## src/rtl/fc_mac_arbiter_if.sv

```systemverilog
// ---------------------------------------------------------------------------
// fc_mac_arbiter_if
// Request/grant bundle between the FC MAC requesters and fc_mac_arbiter.
//   req        requester -> arbiter   OUT_SZ  level request, bit i = requester i
//   done       requester -> arbiter   1       one-cycle release pulse from owner
//   grant      arbiter -> requester   OUT_SZ  registered one-hot grant
//   grant_idx  arbiter -> requester   SIZE    binary owner index (Decoder select)
//   grant_vld  arbiter -> requester   1       a grant is held (== |grant)
//   timeout    arbiter -> requester   1       one-cycle forced-release pulse
// Modports: master = requester side, slave = arbiter side.
// ---------------------------------------------------------------------------
interface fc_mac_arbiter_if #(
   parameter int unsigned SIZE   = 2,
   parameter int unsigned OUT_SZ = 4
);
   logic [OUT_SZ-1:0] req;
   logic              done;
   logic [OUT_SZ-1:0] grant;
   logic [SIZE-1:0]   grant_idx;
   logic              grant_vld;
   logic              timeout;

   modport master (
      output req, done,
      input  grant, grant_idx, grant_vld, timeout
   );

   modport slave (
      input  req, done,
      output grant, grant_idx, grant_vld, timeout
   );
endinterface

```

## src/rtl/fc_mac_arbiter.sv

```systemverilog
// ---------------------------------------------------------------------------
// fc_mac_arbiter
// Round-robin arbiter sharing the single fully-connected MAC datapath between
// OUT_SZ requesters. A requester raises req, waits for its one-hot grant, and
// owns the MAC until it pulses done. At least one idle cycle (grant = 0)
// separates two grants so the MAC datapath always gets a drain gap.
// Ports:
//   clk  in  rising-edge clock
//   rst  in  asynchronous active-high reset
//   bus  fc_mac_arbiter_if.slave (req, done in; grant, grant_idx, grant_vld,
//        timeout out)
// Optional feature: define FC_ARB_TIMEOUT_EN to force a release after a grant
// has been held TIMEOUT cycles without done; otherwise timeout is tied to 0 and
// a grant is held until done.
// ---------------------------------------------------------------------------
module fc_mac_arbiter #(
   parameter int unsigned SIZE    = 2,
   parameter int unsigned OUT_SZ  = 4,
   parameter int unsigned TIMEOUT = 255
) (
   input  logic             clk,
   input  logic             rst,
   fc_mac_arbiter_if.slave  bus
);

   if (OUT_SZ != (1 << SIZE) || TIMEOUT < 1) begin : g_param_check
      $error("fc_mac_arbiter: OUT_SZ must equal 2**SIZE and TIMEOUT must be >= 1");
   end

   typedef enum logic {IDLE, OWN} state_t;

   state_t            state_q, state_d;
   logic [OUT_SZ-1:0] grant_q, grant_d;
   logic [SIZE-1:0]   idx_q;
   logic [SIZE-1:0]   ptr_q;
   logic [SIZE-1:0]   winner, cand;
   logic              found;
   logic              release_c;
   logic              expire;

`ifdef FC_ARB_TIMEOUT_EN
   localparam int unsigned     CW    = $clog2(TIMEOUT + 1);
   localparam logic [CW-1:0]   LIMIT = CW'(TIMEOUT - 1);
   logic [CW-1:0] cnt_q;
   logic          timeout_q;

   // cnt_q counts completed OWN cycles; expiry fires on the edge that ends
   // the TIMEOUT-th cycle of ownership.
   always_comb expire = (state_q == OWN) && (cnt_q == LIMIT);

   always_ff @(posedge clk or posedge rst) begin
      if (rst) begin
         cnt_q     <= '0;
         timeout_q <= 1'b0;
      end else begin
         timeout_q <= release_c && expire && !bus.done;
         if (state_q == IDLE) cnt_q <= '0;
         else                 cnt_q <= cnt_q + CW'(1);
      end
   end
`else
   always_comb expire = 1'b0;
`endif

   // Round-robin scan ptr, ptr+1, ... ; the SIZE-bit sum wraps modulo OUT_SZ.
   always_comb begin
      found  = 1'b0;
      winner = ptr_q;
      cand   = ptr_q;
      for (int unsigned i = 0; i < OUT_SZ; i++) begin
         cand = ptr_q + SIZE'(i);
         if (!found && bus.req[cand]) begin
            found  = 1'b1;
            winner = cand;
         end
      end
      grant_d         = '0;
      grant_d[winner] = 1'b1;
   end

   // State register
   always_ff @(posedge clk or posedge rst) begin
      if (rst) state_q <= IDLE;
      else     state_q <= state_d;
   end

   // Next-state logic; done in IDLE is deliberately ignored.
   always_comb begin
      state_d   = state_q;
      release_c = 1'b0;
      case (state_q)
         IDLE: if (found) state_d = OWN;
         OWN: begin
            if (bus.done || expire) begin
               state_d   = IDLE;
               release_c = 1'b1;
            end
         end
         default: state_d = IDLE;
      endcase
   end

   // Grant/pointer registers. Release always passes through IDLE, so a new
   // winner is only picked one cycle after the previous grant drops.
   always_ff @(posedge clk or posedge rst) begin
      if (rst) begin
         grant_q <= '0;
         idx_q   <= '0;
         ptr_q   <= '0;
      end else if (state_q == IDLE && found) begin
         grant_q <= grant_d;
         idx_q   <= winner;
      end else if (release_c) begin
         grant_q <= '0;
         ptr_q   <= idx_q + SIZE'(1);
      end
   end

   // Outputs
   always_comb begin
      bus.grant     = grant_q;
      bus.grant_idx = idx_q;
      bus.grant_vld = |grant_q;
`ifdef FC_ARB_TIMEOUT_EN
      bus.timeout   = timeout_q;
`else
      bus.timeout   = 1'b0;
`endif
   end

endmodule

```

## src/flat_wrapper.sv

```systemverilog
// flat-port wrapper written by rule: the top's interface ports become plain ports
module fc_mac_arbiter_flat 
#(
   parameter int unsigned SIZE    = 2,
   parameter int unsigned OUT_SZ  = 4,
   parameter int unsigned TIMEOUT = 255
)
  (clk, rst, bus_req, bus_done, bus_grant, bus_grant_idx, bus_grant_vld, bus_timeout);
  fc_mac_arbiter_if #(.SIZE(SIZE), .OUT_SZ(OUT_SZ)) bus_i ();
  input  logic clk;
  input  logic rst;
  input wire logic [$bits(bus_i.req)-1:0] bus_req;
  input wire logic [$bits(bus_i.done)-1:0] bus_done;
  output wire logic [$bits(bus_i.grant)-1:0] bus_grant;
  output wire logic [$bits(bus_i.grant_idx)-1:0] bus_grant_idx;
  output wire logic [$bits(bus_i.grant_vld)-1:0] bus_grant_vld;
  output wire logic [$bits(bus_i.timeout)-1:0] bus_timeout;
  assign bus_i.req = bus_req;
  assign bus_i.done = bus_done;
  assign bus_grant = bus_i.grant;
  assign bus_grant_idx = bus_i.grant_idx;
  assign bus_grant_vld = bus_i.grant_vld;
  assign bus_timeout = bus_i.timeout;
  fc_mac_arbiter #(.SIZE(SIZE), .OUT_SZ(OUT_SZ), .TIMEOUT(TIMEOUT)) u_core (.clk(clk), .rst(rst), .bus(bus_i));
endmodule
```

## config.mk

```make
export PLATFORM = sky130hd
export DESIGN_NAME = fc_mac_arbiter_flat
export DESIGN_NICKNAME = d
export VERILOG_FILES = /design/src/rtl/fc_mac_arbiter_if.sv /design/src/rtl/fc_mac_arbiter.sv /design/src/flat_wrapper.sv
export SDC_FILE = /design/constraint.sdc
export NUM_CORES = 1
export LEC_CHECK = 0
export ABC_AREA = 1
export CAP_MARGIN = 20
export CELL_PAD_IN_SITES_DETAIL_PLACEMENT = 0
export CELL_PAD_IN_SITES_GLOBAL_PLACEMENT = 1
export CORE_UTILIZATION = 36
export CTS_BUF_LIST = sky130_fd_sc_hd__clkbuf_8 sky130_fd_sc_hd__clkbuf_16
export DETAILED_ROUTE_END_ITERATION = 10
export HOLD_SLACK_MARGIN = 0.15
export PLACE_DENSITY_LB_ADDON = 0.2
export SYNTH_ARGS = -nofsm -noshare
export SYNTH_HDL_FRONTEND = slang
export SYNTH_SLANG_ARGS = --single-unit
```

## constraint.sdc

```tcl
create_clock -name clk -period 3.4 [get_ports clk]
set_input_delay 1.02 -clock clk [delete_from_list [all_inputs] [get_ports clk]]
set_output_delay 1.02 -clock clk [all_outputs]
set_load 0.01 [all_outputs]
```

Yosys cells after proc, flatten, opt, wreduce, memory -nomap -nowiden
Cells that the tools add are included.

storage, ports and cells
  bits in registers = 9
  word-level logic and storage cells = 51

operators by class
  $add $sub $neg = 4
  $lt $le $gt $ge = 6
  multiplexer cells = 24
  bitwise logic cells = 2
  reductions and logical operators = 11

operators by type and width
  kind                 number
  $lt 2x3->1 const B   5
  $mux 1               13
  $bmux 1 s2           4
  $mux 4               2
  $mux 2               3
  $logic_and 1x1->1    5
  $add 2x1->2 const B  2
  $add 2x2->2 const B  2
  $reduce_or 4->1      1
  $logic_not 1->1      3
  $demux 1 s2          1
  $ge 2x1->1 const B   1
  $not 1->1            2
  $pmux 1 s2           1
  $reduce_and 2->1     1
  $reduce_bool 2->1    1

Longest topological paths before layout
Gate-level depths: netlist (run 1).

  word-level depth = 17
  gate-level depth with buffers = 14
  gate-level depth less buffers = 13

Worst setup path before layout (run 1)
No wires, ideal clock.

  path kind = reg-to-output
  start = register u_core.grant_q[2], in the netlist u_core.bus.grant[2]
  end = output port bus_grant_vld
  data arrival time = 980 ps
  data required time = 2,380 ps
  setup slack = 1,400 ps
  cell stages (with the launch flop) = 2
  path buffers = 0
  cell sequence = dfrtp_1 -> or4_1

between the ends
  word-level cells in the longest chain between the ends = 1

RTL lines
  element                   line                   text
  start: declaration        fc_mac_arbiter.sv:33   logic [OUT_SZ-1:0] grant_q, grant_d;
  start signal: assignment  fc_mac_arbiter.sv:111  grant_q <= grant_d;
  $reduce_or 4->1           fc_mac_arbiter.sv:123  bus.grant_vld = |grant_q;
  end: declaration          flat_wrapper.sv:16     output wire logic [$bits(bus_i.grant_vld)-1:0] bus_grant_vld;

Every way passes these cells.

Worst setup path after layout (run 1)
Same ends and word-level chain as after synthesis.

==> flow_summary.ini, run 1 <==
[cts]
root_buffer = clkbuf_8
cts_tree = yes
clk_pin_slew_ps = 50
holdBufCountCts = 0
cts_buffers = 3
insertion_delay_ps = 230
cts_resized = 0
clock_sinks = 9
cts.path.max_buffers = 2
h-tree-depth = 1
post-cts-setup-buffers = 0

[synthesis]
synth_fp_nets = 118
synth-seq-cells = 9
synth_top_family_by_area = simple AND/OR/NAND/NOR gates
synthSimpleGateAreaFrac_pct = 49.2
syn_area_um2 = 707
syn_area_per_cell_um2 = 6.37
syn_inst = 111
ys_types = 17
yosys_warnings = 0
synth_xor_area_share_pct = 1.24
synth_compound_gate_area_share_pct = 6.55
synth-adder-area-share_pct = 0
seq_area_frac_synth_pct = 31.9
synthMuxAreaShare_pct = 0

[final_layout]
stdcell_count = 150
antennaDiodeCount = 0
drive_above_1_share_pct = 12.8
area_growth_pct = 25.5
final_cell_mix = nand2_1, clkdlybuf4s50_1, nand3_1, inv_1, dfrtp_1
layout.nets = 133
final_common_cell = nand2_1

[drt]
routed_via_density = 4.70
met1Wirelength_um = 728
drt-initial-drc-count = 15
wl_met2_um = 652
wl_met3_um = 94
num_vias = 705
dr.pass1.iters = 4
wl_per_cell_um = 9.91
drt_drc_violations_left = 0
drtAntennaViolNets = 0
wl_mm = 1.49
top_layer_used = met4

[floorplan]
die_x_um = 46.3
initial_core_util_pct = 39.6
rows = 15
io_pins = 15
core_area_um2 = 1780
die_y_um = 46.3
dieArea_um2 = 2150

[worst_setup_path]
critPathTopFamily = simple AND/OR/NAND/NOR gates
worst-path-buf-inv = 1
path_max_fanout = 3
crit_type = register to primary output
path_cells = or4_1 -> clkdlybuf4s50_1
startpoint_type = register
critPathSlowestCell = or4_1
worst_ep_required_time_ps = 2380
r2r_cells = 11
critical-path-max-stage-delay_ps = 510
cp.arrival_ps = 1620
worstSetupEndpointType = primary output
crit_cells = 2

[sta]
finalCriticalPeriod_ps = 2640
rsz0062_at_grt = no
fmax_ghz = 0.379
fin_setup_tns_ps = 0
finClkSkew_ps = 3.97
report.final.slew_viol_count = 0
setup_viol = 0
min_period_over_period_pct = 77.5
hold_violations = 0

[grt]
antenna_found_initial = 0
grt_pass1_wl_mm = 2.42
grt_pass1_vias = 609
grt-ovfl-total = 0
grt_max_degree = 13
grt_usage_pct = 16.3

[hold_path]
hold_depth = 2
hp-class = register to register

[placement]
globalplace.congestion = 0.768
place_inst = 146
io_buffer_count = 13
dpl.hpwl_mm = 1.15

[power]
leakagePower_uw = 0.000480
power_density_nw_per_um2 = 1020
peakVddDrop_v = 0.000484
finalPower_uw = 903

[job]
drv_cap = 0

[status]
status = complete, no violations
-- stage by stage --
| step | hold WS (ps) | worst slack (ps) | area [um^2] | utilization [%] |
|---|---|---|---|---|
| after floorplan | 527 | 1400 | 707 | - |
| final | 502 | 764 | 887 | 49.8 |
| after detailed placement | 496 | 831 | 842 | 47.2 |
| after global routing | 527 | 720 | 887 | 49.8 |
| after global placement | 487 | 843 | 842 | 47.2 |
| after CTS | 508 | 755 | 887 | 49.8 |
-- kinds of logic after synthesis --
logic type	Yosys count
xor+xnor	1
simple gates	78
other cells	1
compound gates	6
buf+inv	16
flops	9
-- cells in the mapped netlist --
master / instances / area, um^2
o21ai_0: 3 / 15.0
inv_2: 3 / 11.3
nand2_1: 53 / 199
conb_1: 1 / 3.75
o21ai_1: 2 / 10.0
nand2_2: 7 / 43.8
nor2_2: 1 / 6.26
dfrtp_1: 9 / 225
or4_1: 1 / 7.51
nand3_1: 11 / 55.1
inv_1: 10 / 37.5
buf_4: 2 / 15.0
nor2_4: 1 / 11.3
nand4_1: 4 / 25.0
buf_6: 1 / 11.3
a31oi_4: 1 / 21.3
xnor2_1: 1 / 8.76
-- path summary, 6_finish.rpt --
kind | start | endpoint | slack [ps]
setup / recovery | u_core.bus.grant[2]$_DFFE_PP0P_ | bus_grant_vld | 760
hold / removal | u_core.bus.grant[2]$_DFFE_PP0P_ | u_core.bus.grant[2]$_DFFE_PP0P_ | 500
setup reg to reg | u_core.ptr_q[0]$_DFFE_PP0P_ | u_core.bus.grant[0]$_DFFE_PP0P_ | 1600
hold reg to reg | u_core.bus.grant[2]$_DFFE_PP0P_ | u_core.bus.grant[2]$_DFFE_PP0P_ | 500
max in group asynchronous | rst | u_core.ptr_q[1]$_DFFE_PP0P_ | 2080
min in group asynchronous | rst | u_core.bus.grant[2]$_DFFE_PP0P_ | 1060
-- layer usage --
layer | vias to the layer above | GRT usage [%]
li1 | 372 | -
met1 | 312 | 21.8
met2 | 19 | 23.9
met3 | 2 | 5.10
met4 | 0 | 7.06
met5 | - | 0
-- where the power goes --
part           internal [uW]  total (uW)  switching [uW]
logic                    216         566             349
clock network           78.7         121            42.5
registers                153         216            62.8
total                    448         903             455
-- area by class of cell --
cell class,instances,area (um^2)
Sequential cell,9,225
Inverter,13,48.8
Clock inverter,1,3.75
Fill cell,193,896
Timing Repair Buffer,13,130
Tap cell,25,31.3
Multi-Input combinational cell,86,407
Clock buffer,3,41.3
-- worst register-to-register path: cells and delay by family, from the launching register on --
family	cells	cell delay (ps)
simple gates	8	820
flops	1	580
buf+inv	3	300
-- registers in the layout (all words and copies together) (netlist names) --
name / count
u_core.ptr_q: 2
u_core.state_q: 1
u_core.bus.grant: 4
u_core.bus.grant_idx: 2
No activity file was read; power rests on OpenSTA's default activity.
==> run 2, diff against run 1 <==
--- a/config.mk
+++ b/config.mk
@@ -9,7 +9,7 @@
 export CAP_MARGIN = 20
 export CELL_PAD_IN_SITES_DETAIL_PLACEMENT = 0
 export CELL_PAD_IN_SITES_GLOBAL_PLACEMENT = 1
-export CORE_UTILIZATION = 36
+export CORE_UTILIZATION = 33
 export CTS_BUF_LIST = sky130_fd_sc_hd__clkbuf_8 sky130_fd_sc_hd__clkbuf_16
 export DETAILED_ROUTE_END_ITERATION = 10
 export HOLD_SLACK_MARGIN = 0.15
==> constraint.sdc (replaced) <==
create_clock -name clk -period 2.73 [get_ports clk]
set_input_delay 0.819 -clock clk [delete_from_list [all_inputs] [get_ports clk]]
set_output_delay 0.819 -clock clk [all_outputs]
set_load 0.01 [all_outputs]
==> flow_summary.ini, run 2 (synthesis results as in run 1) <==
[status]
status = complete, no violations

[hold_path]
hold_start = u_core.bus.grant[0]$_DFFE_PP0P_
hold_depth = 2
hold_path_end = u_core.bus.grant[0]$_DFFE_PP0P_
hp-class = register to register

[worst_setup_path]
cp.arrival_ps = 1610
r2r_cells = 11
worstSetupEndpointType = primary output
startpoint_type = register
reg2reg_from = u_core.ptr_q[0]$_DFFE_PP0P_
crit_type = register to primary output
path_max_fanout = 3
r2r_slack_ps = 900
worst_ep_required_time_ps = 1910
reg2reg_to = u_core.bus.grant[0]$_DFFE_PP0P_

[job]
drv_cap = 0

[grt]
grt_pass1_vias = 648
grt-ovfl-total = 0
antenna_found_initial = 0
grt_usage_pct = 15.8
grt_max_degree = 13
grt_pass1_wl_mm = 2.57

[final_layout]
drive_above_1_share_pct = 12.8
design_area_um2 = 890
area_growth_pct = 25.8
final_common_cell = nand2_1
seq_area_um2 = 225
multi_input_area_um2 = 407
layout.nets = 133
antennaDiodeCount = 0
final_cell_mix = nand2_1, clkdlybuf4s50_1, nand3_1, inv_1, dfrtp_1
largest_reg_flops = 4
fillCellCount = 208

[cts]
cts.path.max_buffers = 2
clk_pin_slew_ps = 50
h-tree-depth = 1
holdBufCountCts = 0
clock_sinks = 9
insertion_delay_ps = 230
post-cts-setup-buffers = 0
root_buffer = clkbuf_8
cts_buffers = 3
cts_resized = 0
cts_tree = yes

[sta]
report.final.slew_viol_count = 0
fin_ws_ps = 302
hold_violations = 0
min_period_over_period_pct = 88.9
fin_setup_tns_ps = 0
finClkSkew_ps = 1.95
finalCriticalPeriod_ps = 2430
rsz0062_at_grt = no
fmax_ghz = 0.412
setup_viol = 0

[placement]
place_ws_ps = 347
dpl_cell_area_um2 = 845
dpl.hpwl_mm = 1.18
io_buffer_count = 13
globalplace.congestion = 0.800

[drt]
routed_via_density = 4.76
drt-initial-drc-count = 18
wl_per_cell_um = 10.1
drtAntennaViolNets = 0
wl_mm = 1.53
drt_drc_violations_left = 0
dr.pass1.iters = 4
num_vias = 723

[power]
peakVddDrop_v = 0.000409
leakagePower_uw = 0.000480
power_density_nw_per_um2 = 1270

[floorplan]
rows = 16
die_y_um = 48.3
io_pins = 15
initial_core_util_pct = 35.7
core_area_um2 = 1980
dieArea_um2 = 2330
die_x_um = 48.3
run 2: cell counts in the layout (fill, tap and decap cells not counted):
No cell type changed its count.
run 2: worst max path at each step:
stage | startpoint | endpoint | depth (start not counted)
final | u_core.bus.grant[2]$_DFFE_PP0P_ | bus_grant_vld | 2
after global routing | u_core.bus.grant[3]$_DFFE_PP0P_ | bus_grant_vld | 2
after CTS | u_core.bus.grant[2]$_DFFE_PP0P_ | bus_grant_vld | 2
after detailed placement | bus_req[0] | u_core.bus.grant[0]$_DFFE_PP0P_ | 12
after global placement | bus_req[0] | u_core.bus.grant[0]$_DFFE_PP0P_ | 12
after floorplan | u_core.bus.grant[2]$_DFFE_PP0P_ | bus_grant_vld | 1
run 2: metrics by stage:
stage	utilization, %	cells	hold slack (ps)	power [uW]
after floorplan	-	111	527	810
after global placement	42.6	148	489	983
after detailed placement	42.6	148	484	982
after CTS	44.9	152	497	1140
after global routing	44.9	152	522	1260
final	44.9	152	498	1130
run 2: area by class of cell:
| cell class | instances | area share, % |
|---|---|---|
| clock buffer | 3 | 4.64 |
| clock inverter | 1 | 0.422 |
| inverter | 13 | 5.49 |
| multi-input combinational | 86 | 45.7 |
| sequential | 9 | 25.3 |
| tap | 27 | 3.80 |
| timing repair buffer | 13 | 14.6 |
run 2: where the power goes:
| group | internal (uW) | leakage [uW] | total [uW] | switching (uW) |
|---|---|---|---|---|
| logic | 269 | 0.000339 | 706 | 437 |
| clock network | 97.9 | 0.0000269 | 150 | 52.5 |
| registers | 191 | 0.000114 | 272 | 81.8 |
| total | 558 | 0.000480 | 1130 | 571 |
run 2: worst max-delay path: stages (launching register included):
cell and delay (ps):
dfrtp_1 380, or4_1 510, clkdlybuf4s50_1 490
run 2: layer usage:
layer | routed length (um) | global-route usage [%] | up-vias
met2 | 775 | 26.1 | 17
met4 | 40 | 10.0 | 0
met1 | 676 | 18.9 | 330
li1 | - | - | 371
met3 | 38 | 2.59 | 5
met5 | 0 | 0 | -
